`config.mk`:
```
export PLATFORM = sky130hd
export DESIGN_NAME = rs232tx
export DESIGN_NICKNAME = d
export VERILOG_FILES = /design/src/rtl/rs232tx.sv
export SDC_FILE = /design/constraint.sdc
export NUM_CORES = 1
export LEC_CHECK = 0
export BUFFER_PORTS_ARGS = -buffer_cell sky130_fd_sc_hd__buf_2
export CORE_ASPECT_RATIO = 0.75
export CORE_MARGIN = 4
export CORE_UTILIZATION = 42
export CTS_BUF_LIST = sky130_fd_sc_hd__clkbuf_4 sky130_fd_sc_hd__clkbuf_8 sky130_fd_sc_hd__clkbuf_16
export CTS_CLUSTER_DIAMETER = 50
export DETAILED_ROUTE_END_ITERATION = 10
export MAX_ROUTING_LAYER = met4
export PLACE_DENSITY = 0.6
export SETUP_SLACK_MARGIN = 0.4
export SLEW_MARGIN = 15
export SYNTH_ARGS = -nofsm -noshare
export SYNTH_HDL_FRONTEND = slang
export SYNTH_SLANG_ARGS = --single-unit
```
`constraint.sdc`:
```
create_clock -name clk -period 2.95 [get_ports clk]
set_input_delay 0.295 -clock clk [delete_from_list [all_inputs] [get_ports clk]]
set_output_delay 0.295 -clock clk [all_outputs]
set_load 0.02 [all_outputs]
```
`src/rtl/rs232tx.sv`:
```
// rs232tx: 8N1 serial transmitter behind a small byte FIFO.
//
// Bytes written through the rs232out_w / rs232out_d strobe are queued and
// sent LSB first as start(0), 8 data bits, stop(1). Each bit lasts
// period = frequency / bps clock cycles. Frames leave the FIFO back to back
// with no idle gap between them.
//
// Ports
//   clk            system clock
//   rst            synchronous, active-high reset
//   rs232out_w     write strobe; one byte per cycle, dropped while busy
//   rs232out_d     byte to transmit
//   rs232out_busy  FIFO full (registered)
//   serial_out     TXD line, idle high (registered)
//   tx_idle        FIFO empty and no frame in flight (registered)
module rs232tx #(
  parameter int frequency = 50000000,
  parameter int bps       = 115200,
  parameter int fifo_log2 = 2
) (
  input  logic       clk,
  input  logic       rst,
  input  logic       rs232out_w,
  input  logic [7:0] rs232out_d,
  output logic       rs232out_busy,
  output logic       serial_out,
  output logic       tx_idle
);

  localparam int PERIOD = frequency / bps;
  localparam int CW     = $clog2(PERIOD);
  localparam int DEPTH  = 1 << fifo_log2;
  localparam int NW     = fifo_log2 + 1;

  localparam logic [CW-1:0] RELOAD = CW'(PERIOD - 1);

  typedef enum logic [1:0] {IDLE, START, DATA, STOP} state_t;

  logic [7:0]           mem [DEPTH];
  logic [fifo_log2-1:0] wr_ptr, rd_ptr;
  logic [NW-1:0]        count, count_nxt;

  state_t       state;
  logic [CW-1:0] baud;
  logic [2:0]   bit_idx;
  logic [7:0]   shift;

  logic push, pop, fifo_ne, bit_end, to_idle;

  assign fifo_ne = (count != '0);
  assign bit_end = (baud == '0);
  assign push    = rs232out_w && !rs232out_busy;
  // The FSM takes a byte either straight from IDLE or at the last cycle of a
  // stop bit, which is what keeps consecutive frames contiguous.
  assign pop     = fifo_ne && ((state == IDLE) || (state == STOP && bit_end));
  assign to_idle = !fifo_ne && ((state == IDLE) || (state == STOP && bit_end));
  assign count_nxt = count + NW'(push) - NW'(pop);

  // Storage needs no reset: only entries between the pointers are ever read.
  always_ff @(posedge clk) begin
    if (!rst && push) mem[wr_ptr] <= rs232out_d;
  end

  always_ff @(posedge clk) begin
    if (rst) begin
      wr_ptr        <= '0;
      rd_ptr        <= '0;
      count         <= '0;
      rs232out_busy <= 1'b0;
      tx_idle       <= 1'b1;
    end else begin
      if (push) wr_ptr <= wr_ptr + 1'b1;
      if (pop)  rd_ptr <= rd_ptr + 1'b1;
      count <= count_nxt;
      // Status flags are built from post-edge state so they are exact the
      // cycle after any push or pop.
      rs232out_busy <= (count_nxt == NW'(DEPTH));
      tx_idle       <= to_idle && (count_nxt == '0);
    end
  end

  always_ff @(posedge clk) begin
    if (rst) begin
      state      <= IDLE;
      baud       <= '0;
      bit_idx    <= '0;
      shift      <= '0;
      serial_out <= 1'b1;
    end else begin
      case (state)
        IDLE: begin
          serial_out <= 1'b1;
          if (fifo_ne) begin
            shift      <= mem[rd_ptr];
            baud       <= RELOAD;
            serial_out <= 1'b0;
            state      <= START;
          end
        end
        START: begin
          if (bit_end) begin
            baud       <= RELOAD;
            bit_idx    <= '0;
            serial_out <= shift[0];
            state      <= DATA;
          end else begin
            baud <= baud - 1'b1;
          end
        end
        DATA: begin
          if (bit_end) begin
            baud <= RELOAD;
            if (bit_idx == 3'd7) begin
              serial_out <= 1'b1;
              state      <= STOP;
            end else begin
              // Next bit is shift[1], which becomes shift[0] after the shift.
              shift      <= shift >> 1;
              serial_out <= shift[1];
              bit_idx    <= bit_idx + 1'b1;
            end
          end else begin
            baud <= baud - 1'b1;
          end
        end
        STOP: begin
          if (bit_end) begin
            if (fifo_ne) begin
              shift      <= mem[rd_ptr];
              baud       <= RELOAD;
              serial_out <= 1'b0;
              state      <= START;
            end else begin
              serial_out <= 1'b1;
              state      <= IDLE;
            end
          end else begin
            baud <= baud - 1'b1;
          end
        end
        default: begin
          serial_out <= 1'b1;
          state      <= IDLE;
        end
      endcase
    end
  end

endmodule

```
; ---- Word level (Yosys, flattened, before mapping)
; Memories as Yosys holds them, arrays and structs flattened. A register that Yosys moved wholly into a read port is not among the register bits.
; Index checks and enable logic that the tools add are counted.
[word_totals]
register_bits = 32
ramBits = 32
in_bits = 11
memories = 1
[memory_table]
columns = memory, depth, width, rd, rd_ports_with_merged_regs, write_ports, line
row1 = mem, 4, 8, 1, 1, 1, 39  ; logic [7:0] mem [DEPTH];
[op_classes]
add_sub_neg = 6
n_eq_ne = 11
muxes = 30
reduce_logical = 21
[ops]
columns = op, count
row1 = $mux 8, 4
row2 = $mux 9, 3
row3 = $pmux 9 s3, 1
row4 = $pmux 8 s3, 1
row5 = $mux 2, 7
row6 = $ne 2x2->1 const B, 6
row7 = $logic_not 9->1, 1
row8 = $mux 3, 3
row9 = $sub 9x1->9 const B, 1
row10 = $mux 1, 8
row11 = $pmux 2 s4, 1
row12 = $reduce_and 4->1, 2
row13 = $eq 3x3->1 const B, 2
row14 = $logic_and 1x1->1, 6
row15 = $pmux 3 s2, 1
row16 = $reduce_bool 3->1, 2
row17 = $reduce_and 5->1, 1
row18 = $add 2x1->2 const B, 2
row19 = $eq 2x2->1 const B, 2
row20 = $pmux 1 s4, 1
row21 = $add 3x1->3, 1
row22 = $add 3x1->3 const B, 1
row23 = $logic_not 1->1, 3
row24 = $logic_not 3->1, 1
row25 = 7 further kinds, 7

; ---- Longest topological paths before layout
; Gate-level depths: netlist of the first run.
[depth]
depth_word = 7
depth_mapped = 13
ltp_nobuf = 13

; ---- Least setup slack after synthesis of the first run
; Ideal clock, no wire load.
[synth_path]
kind = register to register
startpoint = reg baud[0]
endpoint = reg rs232out_busy
t_arrival_ns = 2.486
required_ns = 2.854
path_slack_ns = 0.368
path_stages_with_launch = 14
period_less_slack_ns = 2.582
cell_sequence = dfxtp_1 > inv_1 > ha_1 > nor4b_4 > a31oi_2 > nor2_1 > ha_1 > inv_1 > ha_1 > inv_1 > fa_1 > xor2_1 > nor2_1 > nor4b_1
[synth_between]
elab_chain_cells = 6
[synth_lines]
columns = item, line
row1 = from (decl), 44  ; logic [CW-1:0] baud;
row2 = from (signal assigned), 107  ; baud <= baud - 1'b1;
row3 = from (signal assigned), 123  ; baud <= baud - 1'b1;
row4 = from (signal assigned), 138  ; baud <= baud - 1'b1;
row5 = $logic_not 9->1, 51  ; assign bit_end = (baud == '0);
row6 = $logic_and 1x1->1, 55  ; assign pop = fifo_ne && ((state == IDLE) || (state == STOP && bit_end));
row7 = $logic_or 1x1->1, 55
row8 = $logic_and 1x1->1, 55
row9 = net pop, 48  ; logic push, pop, fifo_ne, bit_end, to_idle;
row10 = $sub 3x1->3, 57  ; assign count_nxt = count + NW'(push) - NW'(pop);
row11 = $eq 3x3->1, 77  ; rs232out_busy <= (count_nxt == NW'(DEPTH));
row12 = to (signal assigned), 77
row13 = to (decl), 25  ; output logic rs232out_busy,
; The timed path passes the listed nets, and every way through them passes these cells.
; A chain may end at the register's enable or synchronous reset.

; ---- Final worst setup path of the first run
; Same ends and word-level chain as after synthesis.

==> results of run 1 <==
sequential cells by signal (all words and copies together), names as in the netlist, named ones only:
name	cells
wr_ptr	2
rs232out_busy	1
bit_idx	3
serial_out	1
rd_ptr	2
baud	9
count	3
mem	32
tx_idle	1
shift	8
state	2
synth_stat cells (2+ instances only):
cell type / number
a211oi_1: 3
o211ai_1: 2
xnor2_1: 2
nor3b_1: 2
nor2_1: 18
xor2_1: 2
buf_2: 2
inv_1: 10
or3_1: 3
nand3_1: 4
and2_1: 2
a32oi_1: 2
o21ai_0: 10
a21oi_1: 9
and3_1: 5
clkbuf_1: 9
buf_4: 2
o22ai_1: 7
edfxtp_1: 32
or4_1: 2
dfxtp_1: 34
mux4_2: 8
nor3_1: 8
nand2_1: 22
mux2i_1: 9
nor2b_1: 3
o21a_1: 3
a311oi_1: 2
ha_1: 15
kinds of logic (layout without fill, tap and decap cells):
| family | after synthesis | count (layout) | share of synthesized area, % |
|---|---|---|---|
| buffers and inverters | 25 | 50 | 3.606 |
| AOI/OAI and AO/OA | 54 | 54 | 12.89 |
| adders and majority gates | 16 | 16 | 6.726 |
| xor gates and xnor gates | 4 | 4 | 1.135 |
| muxes | 18 | 18 | 9.117 |
| and+or+nand+nor | 78 | 78 | 13.37 |
| DFF | 66 | 66 | 53.16 |
final timing paths:
kind	endpoint	startpoint	slack [ns]	cells past startpoint
worst min register to register	shift[7]$_SDFFE_PP0P_	shift[7]$_SDFFE_PP0P_	0.46	2
worst min-delay path	mem[0][5]$_DFFE_PP_	rs232out_d[5]	0.16	1
worst max register to register	rs232out_busy$_SDFF_PP0_	baud[0]$_SDFF_PP0_	0.44	12
worst max-delay path	rs232out_busy$_SDFF_PP0_	baud[0]$_SDFF_PP0_	0.44	12
worst max-delay path, cell delays in order, from the launching register on:
cell and delay [ns]:
dfxtp_4 0.36, inv_4 0.05, ha_4 0.13, nor4b_4 0.28
a31oi_4 0.13, nor2_1 0.12, ha_1 0.24, inv_2 0.07
ha_4 0.12, inv_2 0.03, fa_2 0.53, nand2b_1 0.08
nor4b_2 0.27
per-stage QoR:
step                total power [mW]  setup slack [ns]  std cells  hold slack (ns)
floorplan                      2.550            0.4002        261           0.3939
global placement               2.856            0.3755        364           0.4455
detailed placement             2.860            0.1812        364           0.4487
CTS                            3.694            0.4065        382           0.1463
global route                   4.063            0.3168        384           0.1358
finish                         3.775            0.4434        384           0.1645
routing by layer:
layer / track usage, % / up-vias
met3: 5.517 / 5
li1: - / 1025
met4: 4.725 / 0
met1: 21.61 / 972
met5: - / -
met2: 21.48 / 44
power breakdown:
part	internal [mW]	switching (mW)	leakage [nW]
clock network	0.396	0.369	0.0979
logic	0.772	0.900	0.615
registers	1.15	0.187	0.572
layout make-up:
| cell class | instances | share of cell area, % |
|---|---|---|
| repair buffers | 23 | 3.935 |
| clock buffers | 9 | 3.479 |
| flip-flops and latches | 66 | 46.31 |
| multi-input cells | 170 | 39.46 |
| inverters | 11 | 1.230 |
| clock inverters | 7 | 2.143 |
| well taps | 98 | 3.443 |
repair_timing:
action,CTS,global route
resized for setup,6,12
buffers inserted,2,2
endpoints found under the setup margin,3,3
endpoints found under the hold margin,0,0
pin swaps,4,7
==> metrics.txt, run 1 <==
Synth area leader=edfxtp_1; initial antenna violation count=0; # setup viols final=0; # fillers=640; Routed Antenna Nets=0; I/O Pins=14; Area Growth Syn to Fin=15.32%; fin area=0.003561 mm²; min cycle time layout=2.507 ns; Critical Path Start Type=flop; Post-DP Area=0.003264 mm²; commonest non-fill, non-tap cell in the layout=edfxtp_1; Storage cell area=0.001649 mm²; vias=2,046; Tightest Pin Transition=0.7019 ns; clk_lat worst skew=0.34 ns; Vias/cell=5.328; CTS root buf=clkbuf_8; FMAX=399.0 MHz; #FFs+latches synth=66; VDD IR max=0.3324 mV; largest net degree at the start of global routing=21; drt drc=0; Mapped Avg Cell Area=11.83 µm²; final net count=308; Buffers on Ports=13; die area=0.008803 mm²; Final Max Tran Viols=0; Final TNS setup=0 ns; synthesized net count=288; CP arrival=2.76 ns; CTS Sinks=66; clock buffer count from CTS=9; grt ovf=0; Die Y=82.26 µm; ANT cells=0; routed wl met2=2533 µm; data required time at the worst endpoint=3.20 ns; critical path class=flop to flop; Routed met3 length=293 µm; top cell type's share of synthesized area=31.12%; Top FF cell, synth=dfxtp_1; final setup skew=0.007562 ns; Rows=26; synth warn=0; sequential share of the synthesized area=53.16%; commonest cells after routing, fill and taps aside=edfxtp_1 (32), dfxtp_1 (30), nand2_1 (22); total core area=0.006962 mm²; Initial Util=44.36%; die width=107.0 µm; Highest Signal Layer=met4; pwr/cell area=1060 mW/mm²; HP Class=primary input to flop; MaxCap Viol Count=0; Synth cell types=58; Worst slew margin=53.21%; Leak=1.285 nW; status=finished, final reports clean; RSZ-0062 raised after global routing=yes; EDFF count, synth=32; Detailed Route Iter0 Violations=71; Cells after Synth=261; maximum clock path buffer count=2; clk slew on worst S/H paths=0.08 ns; RD Place Congestion=0.8277; vias in the first global route=2,014; top post-synthesis cells by area=edfxtp_1 (31%), dfxtp_1 (22%), ha_1 (6.1%), mux4_2 (5.8%), mux2i_1 (2.9%); synthesized cell area=0.003088 mm²; final core utilization=51.15%; CTS tree=yes; Async S/R FF share, synth=0%; Final Hold Fails=0; M1 WL=3065 µm; Final period util=84.97%; first-pass GRT wire length=10,140 µm; CP max FO=4; fraction of layout cells with a size suffix above 1=24.48%; HPWL Detailed=4111 µm; GRT Util Overall=15.61%; Critical Path Sink Type=flop; DR WL/cell=15.46 µm; area of the multi-input gates=0.001405 mm²; Hold-fix buffers, CTS=0; total wire length=5936 µm; drt first pass iters=5; H-tree depth=3
Note: power is estimated with default switching activity, not from simulation.
==> inputs of run 2 (changes only) <==
==> constraint.sdc (replaced) <==
create_clock -name clk -period 2.33 [get_ports clk]
set_input_delay 0.233 -clock clk [delete_from_list [all_inputs] [get_ports clk]]
set_output_delay 0.233 -clock clk [all_outputs]
set_load 0.02 [all_outputs]
==> run 2 against run 1 <==
Net effect: clock skew decreased by 0.0029 ns; register-to-register slack got worse by 0.60 ns; clock power increased by 27%; the flow now finishes with violations (setup timing); critical path type unchanged; highest routed layer unchanged; critical endpoint unchanged.
==> metrics.txt, run 2 (synthesis gave the netlist of run 1 again) <==
status=finished with violations; failing checks=setup timing; CP Cell Sequence=inv_2 -> ha_4 -> nor4b_4 -> a31oi_2 -> nor2_1 -> ha_1 -> inv_1 -> ha_2 -> inv_2 -> fa_2 -> nand2b_4 -> nor4b_4; CP arrival=2.75 ns; Detailed Route Iter0 Violations=200; Sequential Power Share=32.6%; Die Y=82.26 µm; CTS Sinks=66; clk slew on worst S/H paths=0.08 ns; MaxCap Viol Count=0; Critical Path Start Type=flop; # fillers=613; DR WL/cell=15.24 µm; Crit path max-delay family=adder cells; VDD IR max=0.5368 mV; final net count=327; RD Place Congestion=0.7860; combinational fraction of design power=48.2%; total core area=0.006962 mm²; min cycle time layout=2.482 ns; Routed Antenna Nets=0; Most Crowded Layer GR=met1; HP Class=primary input to flop; Buffers on Ports=13; Area Growth Syn to Fin=20.58%; commonest non-fill, non-tap cell in the layout=edfxtp_1; clock share of power=19.2%; vias=2,132; CTS tree=yes; met3 GRT Util=4.662%; I/O Pins=14; critical path class=flop to flop; largest stage delay on the critical path=0.57 ns; H-tree depth=3; drt first pass iters=4; Leak=1.400 nW; first-pass GRT wire length=10,300 µm; Final Hold Fails=0; clock buffer count from CTS=9; Switching Share=38.18%; Placed Instances=386; Storage cell area=0.001645 mm²; Regs by FF count=mem x32, baud x9, shift x8; die area=0.008803 mm²; GRT Util Overall=16.14%; fraction of layout cells with a size suffix above 1=30.82%; data required time at the worst endpoint=2.60 ns; Worst slew margin=64.87%; maximum clock path buffer count=2; RSZ-0062 raised after global routing=yes; met1 GRT Util=22.63%; Final period util=106.5%; hold slack=0.09739 ns; largest net degree at the start of global routing=21; area of the multi-input gates=0.001430 mm²; drt drc=0; final core utilization=53.49%; Biggest register=mem; Tightest Pin Transition=0.5263 ns; HPWL Detailed=4342 µm; pwr/cell area=1355 mW/mm²; final setup skew=0.004644 ns; Initial Util=44.36%; commonest cells after routing, fill and taps aside=edfxtp_1 (32), dfxtp_1 (31), buf_4 (29); vias in the first global route=2,045; setup slack after layout=-0.1519 ns; CP max FO=2; Hold-fix buffers, CTS=0; Final TNS setup=-0.3759 ns; clk_lat worst skew=0.35 ns; Rows=26; Vias/cell=5.290; CP max stage cell=fa_2; # setup viols final=3; grt ovf=0; Final Max Tran Viols=0; die width=107.0 µm; Critical Path Sink Type=flop; M2 GR Usage=21.92%; CTS root buf=clkbuf_8; Buf/Inv on CP=3; total wire length=6143 µm; max reg flops=32; initial antenna violation count=0; ANT cells=0; Int Pwr=3.118 mW; Net Switching=1.926 mW; FMAX=402.9 MHz; final non-filler cell total=403
[run 2: cell types whose count changed in the layout (fill, tap and decap cells not counted), sizes merged]
cell  before  now
buf       23   42
[run 2: area by class of cell]
| class | instances | area share, % |
|---|---|---|
| flip-flops and latches | 66 | 44.19 |
| well taps | 98 | 3.293 |
| repair buffers | 42 | 7.594 |
| inverters | 11 | 1.109 |
| clock buffers | 9 | 3.327 |
| multi-input cells | 170 | 38.41 |
| clock inverters | 7 | 2.083 |
[run 2: path summary, 6_finish.rpt]
path	startpoint	to	slack, ns	depth (start not counted)
max	baud[0]$_SDFF_PP0_	rs232out_busy$_SDFF_PP0_	-0.15	12
min	rs232out_d[7]	mem[2][7]$_DFFE_PP_	0.1	1
max reg2reg	baud[0]$_SDFF_PP0_	rs232out_busy$_SDFF_PP0_	-0.15	12
min reg2reg	shift[7]$_SDFFE_PP0P_	shift[7]$_SDFFE_PP0P_	0.46	2
[run 2: worst register-to-register path: cells and delay by family (launching register included)]
family / cells / cell delay, ns
adders and majority gates: 4 / 1.09
and+or+nand+nor: 4 / 0.67
DFF: 1 / 0.33
buffers and inverters: 3 / 0.16
AOI/OAI and AO/OA: 1 / 0.15
[run 2: through the flow]
step	setup WS, ns	power [mW]	area [µm²]
final	-0.1519	5.044	3724
after global routing	-0.3292	5.413	3724
after CTS	-0.1838	4.966	3684
after detailed placement	-0.2488	3.875	3441
after global placement	-0.2195	3.866	3441
after floorplan	-0.2075	3.242	3113
[run 2: power groups by stage]
| stage | clock network, mW | registers, mW | logic [mW] |
|---|---|---|---|
| 3_3_place_gp | 0 | 1.64 | 2.22 |
| 3_5_place_dp | 0 | 1.65 | 2.23 |
| 6_report | 0.969 | 1.64 | 2.43 |
| 5_1_grt | 1.05 | 1.67 | 2.69 |
| 4_1_cts | 0.990 | 1.64 | 2.34 |
| 2_1_floorplan | 0 | 1.63 | 1.61 |
[run 2: repair_timing]
| item | 4_1_cts | 5_1_grt |
|---|---|---|
| gates resized for setup | 9 | 8 |
| buffers inserted | 0 | 1 |
| pin swaps | 8 | 6 |
| setup endpoints to repair | 12 | 17 |
[run 2: per-layer routing]
| layer | vias up | part of all wire (%) |
|---|---|---|
| li1 | 1053 | - |
| met1 | 1030 | 52 |
| met2 | 39 | 42 |
| met3 | 10 | 4.7 |
| met4 | 0 | 1.7 |
| met5 | - | 0 |
